==> src/rtl/i2s_pkg.sv <==
`default_nettype none
// ============================================================================
// Module   : i2s_pkg
// Brief    : Shared state encoding, frame constants and ratio decode for the
//            I2S master scheduler.
// Revision : 1.0 - initial release
// ============================================================================
package i2s_pkg;

    typedef enum logic [1:0] {
        IDLE     = 2'd0,
        PREFETCH = 2'd1,
        RUN      = 2'd2,
        STOPPING = 2'd3
    } fsm_state_t;

    localparam int RATIO_128   = 128;
    localparam int RATIO_256   = 256;
    localparam int RATIO_512   = 512;
    localparam int FRAME_BITS  = 64;
    localparam int c_half_bits = 3;

    // Reserved code 3 falls back to 256Fs.
    function automatic logic [c_half_bits-1:0] ratio_to_half(input logic [1:0] ratio_sel);
        logic [c_half_bits-1:0] half;
        case (ratio_sel)
            2'd0:    half = c_half_bits'(RATIO_128 / 128);
            2'd2:    half = c_half_bits'(RATIO_512 / 128);
            default: half = c_half_bits'(RATIO_256 / 128);
        endcase
        return half;
    endfunction

endpackage
`default_nettype wire

==> src/rtl/i2s_clock_divider.sv <==
`default_nettype none
// ============================================================================
// Module   : i2s_clock_divider
// Brief    : BCK/LRCK generation from MCLK with bit/frame position tracking.
// Revision : 1.0 - initial release
// ============================================================================
module i2s_clock_divider
    import i2s_pkg::*;
(
    input  logic                   clk,
    input  logic                   rst,
    input  logic                   i_enable,
    input  logic [c_half_bits-1:0] i_half,
    output logic                   o_bck,
    output logic                   o_lrck,
    output logic                   o_fall,
    output logic                   o_frame_wrap,
    output logic [5:0]             o_next_bit
);

    logic [c_half_bits:0] r_div_cnt;
    logic [5:0]           r_bit_cnt;
    logic                 r_bck;
    logic                 r_lrck;
    logic [c_half_bits:0] w_last;
    logic [c_half_bits:0] w_rise;

    assign w_last       = {i_half, 1'b0} - 1'b1;
    assign w_rise       = {1'b0, i_half} - 1'b1;
    assign o_fall       = i_enable && (r_div_cnt == w_last);
    assign o_frame_wrap = o_fall && (r_bit_cnt == 6'(FRAME_BITS - 1));
    assign o_next_bit   = r_bit_cnt + 6'd1;
    assign o_bck        = r_bck;
    assign o_lrck       = r_lrck;

    // Disabled means parked at the start of a frame with both clocks low.
    always_ff @(posedge clk) begin
        if (rst || !i_enable) begin
            r_div_cnt <= '0;
            r_bit_cnt <= '0;
            r_bck     <= 1'b0;
            r_lrck    <= 1'b0;
        end else if (o_fall) begin
            r_div_cnt <= '0;
            r_bit_cnt <= o_next_bit;
            r_bck     <= 1'b0;
            r_lrck    <= o_next_bit[5];
        end else begin
            r_div_cnt <= r_div_cnt + 1'b1;
            if (r_div_cnt == w_rise) begin
                r_bck <= 1'b1;
            end
        end
    end

endmodule
`default_nettype wire

==> src/rtl/i2s_master_scheduler.sv <==
`default_nettype none
// ============================================================================
// Module   : i2s_master_scheduler
// Brief    : I2S master with per-frame FIFO fetch, start/stop sequencing and
//            underrun tracking. I2S_UNDERRUN_REPEAT_EN repeats the previous
//            frame on underrun instead of playing silence.
// Revision : 1.0 - initial release
// ============================================================================
module i2s_master_scheduler
    import i2s_pkg::*;
#(
    parameter int SAMPLE_BITS       = 24,
    parameter int FETCH_BIT         = 56,
    parameter int UNDERRUN_CNT_BITS = 16
) (
    input  logic                         clk,
    input  logic                         reset,
    input  logic                         run,
    input  logic [1:0]                   ratio_sel,
    input  logic                         width_sel,
    output logic                         samples_ready,
    input  logic                         samples_enable,
    input  logic [2*SAMPLE_BITS-1:0]     samples_data,
    output logic                         bck,
    output logic                         lrck,
    output logic                         sdata,
    output logic                         running,
    output logic                         underrun,
    output logic [UNDERRUN_CNT_BITS-1:0] underrun_count
);

    localparam int c_idx_bits = $clog2(SAMPLE_BITS);

    fsm_state_t                   r_state, w_state_next;
    logic                         r_ready, r_shadow_valid, r_sdata, r_underrun, r_w16;
    logic [c_half_bits-1:0]       r_half;
    logic [2*SAMPLE_BITS-1:0]     r_shadow, r_hold;
    logic [UNDERRUN_CNT_BITS-1:0] r_ucnt;
    logic                         w_xfer, w_active, w_fall, w_wrap, w_stop_now, w_play_wrap, w_bit;
    logic [5:0]                   w_next_bit;
    logic [4:0]                   w_pos;
    logic [SAMPLE_BITS-1:0]       w_chan;
    logic [c_idx_bits-1:0]        w_idx;

    i2s_clock_divider u_div (
        .clk          (clk),
        .rst          (reset),
        .i_enable     (w_active),
        .i_half       (r_half),
        .o_bck        (bck),
        .o_lrck       (lrck),
        .o_fall       (w_fall),
        .o_frame_wrap (w_wrap),
        .o_next_bit   (w_next_bit)
    );

    assign w_xfer      = r_ready && samples_enable;
    assign w_active    = (r_state == RUN) || (r_state == STOPPING);
    assign w_stop_now  = (r_state == STOPPING) && w_wrap && !run;
    assign w_play_wrap = w_wrap && !w_stop_now;

    assign samples_ready  = r_ready;
    assign sdata          = r_sdata;
    assign running        = w_active;
    assign underrun       = r_underrun;
    assign underrun_count = r_ucnt;

    always_ff @(posedge clk) begin
        if (reset) begin
            r_state <= IDLE;
        end else begin
            r_state <= w_state_next;
        end
    end

    always_comb begin
        w_state_next = r_state;
        case (r_state)
            IDLE:     if (run) w_state_next = PREFETCH;
            PREFETCH: if (w_xfer) w_state_next = RUN;
                      else if (!run) w_state_next = IDLE;
            RUN:      if (!run) w_state_next = STOPPING;
            STOPPING: if (run) w_state_next = RUN;
                      else if (w_wrap) w_state_next = IDLE;
            default:  w_state_next = IDLE;
        endcase
    end

    always_ff @(posedge clk) begin
        if (reset) begin
            r_half <= ratio_to_half(2'd1);
            r_w16  <= 1'b0;
        end else if ((r_state == IDLE) && run) begin
            r_half <= ratio_to_half(ratio_sel);
            r_w16  <= width_sel;
        end
    end

    // No new fetch is offered once a stop has been requested.
    always_ff @(posedge clk) begin
        if (reset) begin
            r_ready <= 1'b0;
        end else begin
            case (r_state)
                IDLE:     r_ready <= run;
                PREFETCH: r_ready <= run && !w_xfer;
                default: begin
                    if (w_xfer || (r_state == STOPPING)) begin
                        r_ready <= 1'b0;
                    end else if (w_fall && (w_next_bit == 6'(FETCH_BIT)) && !r_shadow_valid) begin
                        r_ready <= 1'b1;
                    end
                end
            endcase
        end
    end

    always_ff @(posedge clk) begin
        if (reset) begin
            r_shadow_valid <= 1'b0;
            r_shadow       <= '0;
        end else if (!w_active || w_stop_now) begin
            r_shadow_valid <= 1'b0;
        end else if (w_xfer) begin
            r_shadow_valid <= 1'b1;
            r_shadow       <= samples_data;
        end else if (w_wrap) begin
            r_shadow_valid <= 1'b0;
        end
    end

    always_ff @(posedge clk) begin
        if (reset) begin
            r_hold <= '0;
        end else if ((r_state == PREFETCH) && w_xfer) begin
            r_hold <= samples_data;
        end else if (w_play_wrap) begin
            if (r_shadow_valid) begin
                r_hold <= r_shadow;
            end else begin
`ifdef I2S_UNDERRUN_REPEAT_EN
                r_hold <= r_hold;
`else
                r_hold <= '0;
`endif
            end
        end
    end

    always_ff @(posedge clk) begin
        if (reset) begin
            r_underrun <= 1'b0;
            r_ucnt     <= '0;
        end else if ((r_state == IDLE) && run) begin
            r_underrun <= 1'b0;
        end else if (w_play_wrap && !r_shadow_valid) begin
            r_underrun <= 1'b1;
            if (r_ucnt != '1) begin
                r_ucnt <= r_ucnt + 1'b1;
            end
        end
    end

    // 16-bit words are the top of each channel half, so both widths share one index.
    assign w_pos  = w_next_bit[4:0];
    assign w_chan = w_next_bit[5] ? r_hold[SAMPLE_BITS-1:0] : r_hold[2*SAMPLE_BITS-1:SAMPLE_BITS];
    assign w_idx  = c_idx_bits'(SAMPLE_BITS - int'(w_pos));

    always_comb begin
        w_bit = 1'b0;
        if ((w_pos != 5'd0) && (int'(w_pos) <= (r_w16 ? 16 : SAMPLE_BITS))) begin
            w_bit = w_chan[w_idx];
        end
    end

    always_ff @(posedge clk) begin
        if (reset || !w_active) begin
            r_sdata <= 1'b0;
        end else if (w_fall) begin
            r_sdata <= w_bit;
        end
    end

endmodule
`default_nettype wire

==> config.mk <==
export PLATFORM = sky130hd
export DESIGN_NAME = i2s_master_scheduler
export DESIGN_NICKNAME = d
export VERILOG_FILES = /design/src/rtl/i2s_pkg.sv /design/src/rtl/i2s_clock_divider.sv /design/src/rtl/i2s_master_scheduler.sv
export SDC_FILE = /design/constraint.sdc
export NUM_CORES = 1
export LEC_CHECK = 0
export ABC_AREA = 1
export CAP_MARGIN = 15
export CORE_ASPECT_RATIO = 0.8
export CORE_MARGIN = 4
export CORE_UTILIZATION = 45
export CTS_CLUSTER_SIZE = 12
export DETAILED_ROUTE_END_ITERATION = 12
export PLACE_DENSITY = 0.77
export REMOVE_ABC_BUFFERS = 1
export SYNTH_ARGS = -nofsm -noshare
export SYNTH_HDL_FRONTEND = slang
export SYNTH_HIERARCHICAL = 1
export SYNTH_SLANG_ARGS = --single-unit
==> constraint.sdc <==
create_clock -name clk -period 3.3 [get_ports clk]
set_input_delay 0.66 -clock clk [delete_from_list [all_inputs] [get_ports clk]]
set_output_delay 0.66 -clock clk [all_outputs]
set_load 0.02 [all_outputs]
# Word level (Yosys, flattened, before mapping)

Cells that the tools add are included.

Flip-flop bits (word level): 134
Bits of input ports: 55
Output and inout port bits: 22
Word-level logic and storage cells: 92

$add $sub $neg: 6
$lt $le $gt $ge: 2
Equal/unequal tests: 13
Multiplexer cells: 21
Bitwise gates (word level): 2
Reduce and logical (&&, ||, !) cells: 34

Operators by type and width:

| operator                                                    | count |
|---|---|
| 2-to-1 mux 48 bit                                           | 3 |
| 2-to-1 mux 24 bit                                           | 1 |
| adder 16 x 1 -> 16 bit (second input constant)              | 1 |
| inequality test 16 bit (second input constant)              | 1 |
| logical AND 1 bit                                           | 13 |
| == test 6 bit (second input constant)                       | 2 |
| 2-to-1 mux 2 bit                                            | 6 |
| == test 4 bit                                               | 2 |
| one-hot mux 2 bit (4 select lines)                          | 1 |
| adder 6 x 1 -> 6 bit (second input constant)                | 1 |
| == test 2 bit (second input constant)                       | 3 |
| less-than comparator 5 x 6 -> 1 bit (second input constant) | 1 |
| 2-to-1 mux 1 bit                                            | 6 |
| inequality test 3 bit (second input constant)               | 2 |
| one-hot mux 3 bit (2 select lines)                          | 1 |
| OR reduction 2 bit                                          | 3 |
| binary-select mux 1 bit (select 5 bit)                      | 1 |
| less-or-equal comparator 5 bit                              | 1 |
| zero test 1 bit                                             | 5 |
| nonzero test 5 bit                                          | 1 |
| subtractor 5 bit (first input constant)                     | 1 |
| adder 4 x 1 -> 4 bit (second input constant)                | 1 |
| zero test 2 bit                                             | 2 |
| logical OR 1 bit                                            | 4 |
| other kinds (12)                                            | 15 |

# Depth between registers and ports, before layout

Gate-level depths: netlist of the first run.

Depth after elaboration: 10
Gate-level depth with buffers: 19
Depth with buffers taken out: 19

# Modules after synthesis

Netlist of the first run, hierarchy kept.

Modules (own cells, without submodules):

| module               | instances | cells an instance | area an instance (um^2) | seq. area each (um^2) |
|---|---|---|---|---|
| i2s_master_scheduler | 1         | 817               | 5725.5                  | 2442.3 |
| i2s_clock_divider    | 1         | 123               | 740.7                   | 220.2 |

# Least setup slack after synthesis of the first run

OpenSTA, ideal clock, no wires.

Path type: register -> register
Start point: reg r_half[0]
End point: reg r_shadow[27]
Setup time: 116 ps
Arrival: 2353 ps
Required time: 3184 ps
Path slack: 831 ps
Stages on the path, launching flop included: 17
Path buffers: 2
Path through: dfxtp_1 > inv_2 > ha_1 > nand2_1 > nand3_1 > nor2_4 > nand2_4 > nor3_1 > nand2_1 > inv_1 > nand2_1 > nand3_1 > inv_1 > buf_2 > buf_2 > nor2_1 > nor2_1

Longest elaborated chain between the ends: 9

RTL lines:

| element                        | RTL line                    | text |
|---|---|---|
| start, declared                | i2s_master_scheduler.sv:36  | `logic [c_half_bits-1:0] r_half;` |
| start signal, assigned         | i2s_master_scheduler.sv:91  | `r_half <= ratio_to_half(2'd1);` |
| start signal, assigned         | i2s_master_scheduler.sv:94  | `r_half <= ratio_to_half(ratio_sel);` |
| subtractor 4 x 1 -> 4 bit      | i2s_clock_divider.sv:28     | `assign w_last = {i_half, 1'b0} - 1'b1;` |
| == test 4 bit                  | i2s_clock_divider.sv:30     | `assign o_fall = i_enable && (r_div_cnt == w_last);` |
| logical AND 1 bit              | i2s_clock_divider.sv:30     |  |
| logical AND 1 bit              | i2s_clock_divider.sv:31     | `assign o_frame_wrap = o_fall && (r_bit_cnt == 6'(FRAME_BITS - 1));` |
| net w_wrap                     | i2s_master_scheduler.sv:39  | `logic w_xfer, w_active, w_fall, w_wrap, w_stop_now, w_play_wrap, w_bit;` |
| logical AND 1 bit (2 in a row) | i2s_master_scheduler.sv:59  | `assign w_stop_now = (r_state == STOPPING) && w_wrap && !run;` |
| logical OR 1 bit               | i2s_master_scheduler.sv:122 | `end else if (!w_active \|\| w_stop_now) begin` |
| NOT 1 bit (no line)            | n/a                         |  |
| AND reduction 2 bit (no line)  | n/a                         |  |
| end signal, assigned           | i2s_master_scheduler.sv:126 | `r_shadow <= samples_data;` |
| end, declared                  | i2s_master_scheduler.sv:37  | `logic [2*SAMPLE_BITS-1:0] r_shadow, r_hold;` |

The timed path passes the listed nets, and every way through them passes these cells.
A chain may end at the register's enable or synchronous reset.

# Final worst setup path of the first run

Start point: reg r_half[0]
End point: reg r_hold[39]

Longest elaborated chain between the ends: 9

RTL lines:

| element                          | RTL line                    | text |
|---|---|---|
| subtractor 4 x 1 -> 4 bit (*)    | i2s_clock_divider.sv:28     |  |
| == test 4 bit (*)                | i2s_clock_divider.sv:30     |  |
| logical AND 1 bit (*)            | i2s_clock_divider.sv:30     |  |
| logical AND 1 bit (*)            | i2s_clock_divider.sv:31     |  |
| net w_wrap                       | i2s_master_scheduler.sv:39  |  |
| logical AND 1 bit (2 in a row)   | i2s_master_scheduler.sv:59  |  |
| zero test 1 bit                  | i2s_master_scheduler.sv:60  | `assign w_play_wrap = w_wrap && !w_stop_now;` |
| logical AND 1 bit (*)            | i2s_master_scheduler.sv:60  |  |
| nonzero test 2 bit (no line) (*) | n/a                         |  |
| end signal, assigned             | i2s_master_scheduler.sv:136 | `r_hold <= samples_data;` |
| end signal, assigned             | i2s_master_scheduler.sv:139 | `r_hold <= r_shadow;` |
| end, declared                    | i2s_master_scheduler.sv:37  |  |

Mark *: on every way through the listed nets, which the timed path passes. The rest lies on a longest branch.

==> results of run 1 <==
-- layout make-up --
cell class                      instances  area [sq um]  area share
Clock buffer                           22           464      0.0584
Tap cell                              180           225      0.0283
Inverter                               65           244      0.0307
Timing Repair Buffer                   90           891       0.112
Clock inverter                          9           175      0.0220
Multi-Input combinational cell        679          3290       0.414
Sequential cell                       133          2660       0.335
-- worst min-delay path by stage --
stage | start | end | slack (ns)
after floorplan | r_w16 | r_w16 | 0.44
after global placement | u_div/o_bck | u_div/o_bck | 0.46
after detailed placement | u_div/o_bck | u_div/o_bck | 0.46
after CTS | u_div/o_bck | u_div/o_bck | 0.47
after global routing | r_shadow[42] | r_shadow[42] | 0.50
final | u_div/o_bck | u_div/o_bck | 0.46
-- sequential cells by signal, summed over array words and instances, names as in the netlist --
register and cells:
r_hold 48, r_shadow 48, underrun_count 16, u_div/r_bit_cnt 6, u_div/r_div_cnt 4, r_half 3, r_state 2, r_shadow_valid 1
r_w16 1, samples_ready 1, sdata 1, u_div/o_bck 1, underrun 1
-- stage by stage --
stage | cells | util | setup WS [ns]
final | 1178 | 0.575 | 0.375
after global routing | 1178 | 0.575 | 0.0337
after CTS | 1178 | 0.574 | 0.268
after detailed placement | 1147 | 0.528 | 0.336
after global placement | 1147 | 0.528 | 0.427
after floorplan | 877 | - | -1.39
-- layer usage --
layer,part of all wire,vias up
met2,0.46,179
met1,0.47,2900
met4,0.012,0
li1,-,3247
met5,0,-
met3,0.061,18
-- cells in the mapped netlist, types with 6 or more instances --
master	n
nor2_1	170
nand3_1	137
dfxtp_1	133
nand2_1	128
o21ai_0	109
inv_1	59
a31oi_1	49
clkbuf_1	37
buf_2	19
a21oi_1	18
o21ai_1	10
xor2_1	9
nor3_1	7
ha_1	6
-- layout by cell type (no fill, tap or decap), types with 3 or more instances in the layout --
| master | Yosys | routed |
|---|---|---|
| xor2_1 | 9 | 9 |
| nand3_1 | 137 | 137 |
| o21ai_1 | 10 | 11 |
| nand2_1 | 128 | 127 |
| ha_1 | 6 | 6 |
| nor3_1 | 7 | 6 |
| o21ai_0 | 109 | 108 |
| nor3_2 | 5 | 6 |
| buf_4 | 0 | 12 |
| nor2_1 | 170 | 170 |
| xnor2_1 | 5 | 5 |
| nor4_1 | 4 | 4 |
| dfxtp_1 | 133 | 133 |
| inv_1 | 59 | 58 |
| clkbuf_16 | 0 | 17 |
| nand2_2 | 4 | 5 |
| inv_2 | 5 | 6 |
| bufinv_16 | 0 | 5 |
| a31oi_1 | 49 | 49 |
| clkdlybuf4s50_1 | 0 | 76 |
| clkbuf_1 | 37 | 3 |
| a21oi_1 | 18 | 18 |
-- cells by family (layout without fill, tap and decap cells) --
family | Yosys count | in the layout | synth area share
adders and majority gates | 6 | 6 | 0.0116
and+or+nand+nor | 466 | 466 | 0.315
AOI/OAI and AO/OA | 193 | 193 | 0.162
DFF | 133 | 133 | 0.412
buffers and inverters | 128 | 186 | 0.0807
xor gates and xnor gates | 14 | 14 | 0.0190
-- worst register-to-register path, stage by stage, from the launching register on --
cell     delay, ns
dfxtp_1       0.41
inv_2         0.08
ha_1          0.35
nand2_1       0.10
nand3_1       0.11
nor2_4        0.17
nand2_4       0.11
nor3_2        0.21
nand2_1       0.08
inv_1         0.08
nand2_1       0.10
nand2_1       0.12
nand2_2       0.05
buf_4         0.34
o21ai_0       0.38
a31oi_1       0.07
-- where the power goes --
| group | leakage, nW | internal, mW | switching, mW |
|---|---|---|---|
| logic | 1.50 | 0.131 | 0.186 |
| clock network | 0.306 | 1.37 | 0.689 |
| registers | 1.07 | 1.64 | 0.0235 |
-- repair_timing --
item | CTS | global route
resized for setup | 0 | 2
endpoints found under the hold margin | 0 | 0
endpoints found under the setup margin | 0 | 47
==> summary.md, run 1 <==
| Metric | Value |
|---|---|
| Max Cap Violations | `0` |
| Count of nets after finishing | `1047` |
| Total half-perimeter wirelength after legalization and detailed placement | `10.2 mm` |
| Class of the tightest hold or removal check | `flip-flop to flip-flop` |
| Remaining antenna violation count after routing | `0` |
| Crit path capture type | `flip-flop` |
| Most used DFF post-synth | `dfxtp_1` |
| Library cell occupying the most area in the post-synthesis netlist | `dfxtp_1` |
| Initial antenna violation count | `0` |
| Cell depth of the worst setup path | `15` |
| Async SR Flop Fraction | `0` |
| Worst reg2reg path startpoint | `r_half[0]` |
| Number of remaining DRC errors | `0` |
| Drt via density | `5.39` |
| Number of enable flip-flop cells after synthesis | `0` |
| Antenna diode count | `0` |
| # IOs | `77` |
| Leading cell types by total area after synthesis | `dfxtp_1, nand3_1, nor2_1` |
| Post-route cell area | `7950 sq um` |
| Max-slew violations | `0` |
| Post-detailed-placement cell area | `7310 sq um` |
| Horizontal die dimension | `142 microns` |
| Final count of negative-setup-slack endpoints | `0` |
| #FFs+latches synth | `133` |
| Routed wire per std cell | `14.0 microns` |
| CTS clk-pin slew, worst paths | `0.05 ns` |
| Initial DRT Pass Iterations | `6` |
| Clock Latency Late Sink | `0.42 ns` |
| Count of filler cells inserted in the layout | `1303` |
| Overall track demand over capacity in global routing | `0.205` |
| Launch point of the worst path | `r_half[0]` |
| M3 GR Usage | `0.0570` |
| Initial standard-cell utilization of the core | `0.467` |
| CTS H-tree lvls | `4` |
| Endpoints failing hold | `0` |
| Largest voltage drop on the vdd net | `0.000337 V` |
| Cell area after synthesis | `6470 sq um` |
| Number of global-route vias before repair | `5868` |
| Buffer depth of the longest clock path | `2` |
| Total vias in the final route | `6344` |
| Required time of the worst setup path | `3.55 ns` |
| RSZ-0062 raised after global routing | `false` |
| Total Die Area | `16400 sq um` |
| Kind of start point of the critical path | `flip-flop` |
| Library cell appearing most often on the critical path | `nand2_1` |
| Ratio of final minimum period to clock period | `0.886` |
| Routing layer with the top usage in global route | `met2` |
| GP Congestion | `0.866` |
| Sequential fraction of the synthesis area | `0.412` |
| Tightest Pin Transition | `0.826 ns` |
| Post-Route Setup TNS | `0 ns` |
| Count of warnings emitted by yosys | `6` |
| Number of I/O port buffers | `76` |
| Clock buffer count from CTS | `17` |
| Clk root buf | `clkbuf_16` |
| Power consumption | `4.05 mW` |
| Hold-critical path depth | `2` |
| Syn-to-layout area delta | `23.0%` |
| Grt ovf | `0` |
| Placement row count | `38` |
| Slowest stage cell, crit path | `dfxtp_1` |
| Class of the most critical setup path | `flip-flop to flip-flop` |
| Worst reg2reg path endpoint | `r_hold[39]` |
| Cell family contributing the most delay on the critical path | `simple AND/OR/NAND/NOR gates` |
| Mean instance size in the synthesized netlist | `6.88 sq um` |
| Worst path bufs/invs | `3` |
| Min Hold Slack | `0.460 ns` |
| Cells along the critical path | `inv_2, ha_1, nand2_1, nand3_1, nor2_4, nand2_4, nor3_2, nand2_1, inv_1, nand2_1, nand2_1, nand2_2, buf_4, o21ai_0, a31oi_1` |
| Violation count after the first detailed-routing iteration | `437` |
| Count of hold-fix buffers inserted at cts | `0` |
| Total detailed-routing wirelength | `16.5 mm` |
| Clk sinks | `133` |
| Wire length of the first global-routing pass | `27.8 mm` |
| Post-CTS setup buffer count | `0` |
| Tmin final | `2.92 ns` |
| Distinct cell type count after synthesis | `36` |
| TritonCTS clock tree | `yes` |
| Outcome | `complete, no violations` |
| Die height | `115 microns` |
| PwrDens | `509 nW/um^2` |
| Worst R2R Path Depth | `15` |
| Relative slew slack | `0.449` |
| Highest cell delay on the worst timing path | `0.41 ns` |
| Post-Syn Instances | `940` |
| Fraction of post-synthesis cell area in the top cell type by area | `0.412` |
| Worst Path Arrival | `3.18 ns` |
| GRT met2 Usage | `0.335` |
| Ratio of cells with drive above 1 in the final layout | `0.0681` |
| Global routing usage on met1 | `0.267` |
| Worst reg-to-reg setup slack | `0.38 ns` |
| Maximum number of pins on one net before global-route repair | `97` |
| Leakage Power | `2.88 nW` |
| Top achievable clock speed | `342 MHz` |
| Critical path capture point | `r_hold[39]` |
| Biggest fanout along the worst timing path | `96` |
| Area of the core | `13800 sq um` |
| Layout Skew | `0.00665 ns` |
Power figures use the tool's default switching activity.
==> run 2: changes to the inputs <==
--- a/config.mk
+++ b/config.mk
@@ -12,7 +12,7 @@
 export CORE_UTILIZATION = 45
 export CTS_CLUSTER_SIZE = 12
 export DETAILED_ROUTE_END_ITERATION = 12
-export PLACE_DENSITY = 0.77
+export PLACE_DENSITY = 0.64
 export REMOVE_ABC_BUFFERS = 1
 export SYNTH_ARGS = -nofsm -noshare
 export SYNTH_HDL_FRONTEND = slang
==> summary.md, run 2 (same netlist as run 1, synthesis figures left out) <==
| Metric | Value |
|---|---|
| Critical path capture point | `r_hold[32]` |
| Clk root buf | `clkbuf_16` |
| Tightest Pin Transition | `0.795 ns` |
| CTS clk-pin slew, worst paths | `0.06 ns` |
| Violation count after the first detailed-routing iteration | `456` |
| Overall track demand over capacity in global routing | `0.210` |
| Total vias in the final route | `6343` |
| Library cell appearing most often on the critical path | `nand2_1` |
| Slowest stage cell, crit path | `dfxtp_1` |
| Area of the core | `13800 sq um` |
| Commonest non-fill, non-tap cell in the layout | `nor2_1` |
| Most used cells in the layout excluding fill and tap cells | `nor2_1, nand3_1, dfxtp_1, nand2_1, o21ai_0` |
| Highest cell delay on the worst timing path | `0.41 ns` |
| Count of hold-fix buffers inserted at cts | `0` |
| Total detailed-routing wirelength | `17.1 mm` |
| Number of I/O port buffers | `76` |
| Min Hold Slack | `0.461 ns` |
| Wire length of the first global-routing pass | `28.1 mm` |
| Required time of the worst setup path | `3.58 ns` |
| Syn-to-layout area delta | `22.5%` |
| Clock Latency Late Sink | `0.42 ns` |
| Utilization after layout | `0.572` |
| Ratio of cells with drive above 1 in the final layout | `0.0711` |
| GP Congestion | `0.871` |
| TritonCTS clock tree | `yes` |
| Ratio of final minimum period to clock period | `0.887` |
| Post-route cell area | `7920 sq um` |
| Maximum number of pins on one net before global-route repair | `97` |
| Outcome | `complete, no violations` |
| PwrDens | `499 nW/um^2` |
| RSZ-0062 raised after global routing | `false` |
| Largest voltage drop on the vdd net | `0.000318 V` |
| Launch point of the worst path | `r_half[0]` |
| Worst reg-to-reg setup slack | `0.37 ns` |
| Die height | `115 microns` |
| Initial DRT Pass Iterations | `5` |
| Max Cap Violations | `0` |
| Tmin final | `2.93 ns` |
| Cells along the critical path | `inv_2, ha_1, nand2_1, nand3_1, nor2_4, nand2_4, nor3_1, nand2_1, inv_1, nand2_1, nand2_1, nand2_2, buf_12, o21ai_0, a31oi_1` |
| Clk network pwr share | `0.499` |
| Routed wire per std cell | `14.5 microns` |
| Leakage Power | `2.86 nW` |
| Layout Skew | `0.00841 ns` |
| Horizontal die dimension | `142 microns` |
| Endpoints failing hold | `0` |
| Max-slew violations | `0` |
| Worst slack after detailed placement | `0.386 ns` |
| Worst reg2reg path startpoint | `r_half[0]` |
| Number of global-route vias before repair | `5576` |
| Fraction of power spent switching nets | `0.245` |
| Clock buffer count from CTS | `17` |
| CTS H-tree lvls | `4` |
| # IOs | `77` |
| Internal power consumption | `2.99 mW` |
| Drt via density | `5.38` |
| Final count of negative-setup-slack endpoints | `0` |
| Kind of start point of the critical path | `flip-flop` |
| Total Die Area | `16400 sq um` |
| Resize count post-CTS | `0` |
| Class of the most critical setup path | `flip-flop to flip-flop` |
| Biggest fanout along the worst timing path | `74` |
| Class of the tightest hold or removal check | `flip-flop to flip-flop` |
| Post-CTS setup buffer count | `0` |
| Share of power burned in combinational logic | `0.080` |
| Count of nets after finishing | `1047` |
| Initial antenna violation count | `0` |
| Number of remaining DRC errors | `0` |
| Relative slew slack | `0.469` |
| Post-detailed-placement cell area | `7310 sq um` |
| Grt ovf | `0` |
| Crit path capture type | `flip-flop` |
| Buffer depth of the longest clock path | `2` |
| Worst reg2reg path endpoint | `r_hold[32]` |
| Count of filler cells inserted in the layout | `1351` |
| Clk sinks | `133` |
| Placement row count | `38` |
| Remaining antenna violation count after routing | `0` |
| Power consumption | `3.95 mW` |
| Net Switching | `0.968 mW` |
| Antenna diode count | `0` |
| Total half-perimeter wirelength after legalization and detailed placement | `10.5 mm` |
| Initial standard-cell utilization of the core | `0.467` |
| Flop pwr share | `0.421` |
| Worst R2R Path Depth | `15` |
| Worst Path Arrival | `3.21 ns` |
| Top achievable clock speed | `342 MHz` |
| Fin worst setup slack | `0.373 ns` |
## run 2: cell count changes in the layout (fill, tap and decap cells not counted), sizes merged
cell,change
bufinv,-2
clkinvlp,+2
clkinv,+1
clkbuf,-4
inv,+4
## run 2: metal layers
metal  wire length, microns  global-route usage  vias to the layer above
li1                       -                   -                     3249
met3                   1040              0.0457                       13
met2                   7440               0.320                      177
met5                      0                   0                        -
met4                    161              0.0518                        0
met1                   8450               0.304                     2904
## run 2: worst min path at each step
| stage | from | cells past startpoint | end |
|---|---|---|---|
| 6_report | u_div/o_bck | 2 | u_div/o_bck |
| 5_1_grt | sdata | 2 | sdata |
| 2_1_floorplan | r_w16 | 2 | r_w16 |
| 4_1_cts | u_div/o_bck | 2 | u_div/o_bck |
| 3_3_place_gp | u_div/o_bck | 2 | u_div/o_bck |
| 3_5_place_dp | u_div/o_bck | 2 | u_div/o_bck |
## run 2: power by group through the flow
stage / Combinational (mW) / Sequential [mW] / Clock (mW)
after detailed placement: 0.316 / 1.70 / 0
after floorplan: 0.165 / 1.69 / 0
final: 0.318 / 1.66 / 1.97
after global placement: 0.313 / 1.70 / 0
after global routing: 0.354 / 1.67 / 2.07
after CTS: 0.318 / 1.66 / 2.01
## run 2: cell type report
type                            instances  area, sq um  share of cell area
Clock buffer                           18          439              0.0555
Inverter                               65          244              0.0308
Tap cell                              180          225              0.0284
Multi-Input combinational cell        679         3280               0.415
Timing Repair Buffer                   90          891               0.112
Sequential cell                       133         2660               0.336
Clock inverter                         14          174              0.0220
## run 2: worst max-delay path: cells and delay by family, from the launching register on
kind / cells / cell delay (ns)
buf+inv: 3 / 0.45
flops: 1 / 0.41
compound gates: 2 / 0.27
simple gates: 9 / 1.27
fa+ha+maj: 1 / 0.35
## run 2: per-stage QoR
stage,TNS (ns),instances
2_1_floorplan,-79.72,877
3_3_place_gp,0,1147
3_5_place_dp,0,1147
4_1_cts,0,1179
5_1_grt,0,1179
6_report,0,1179
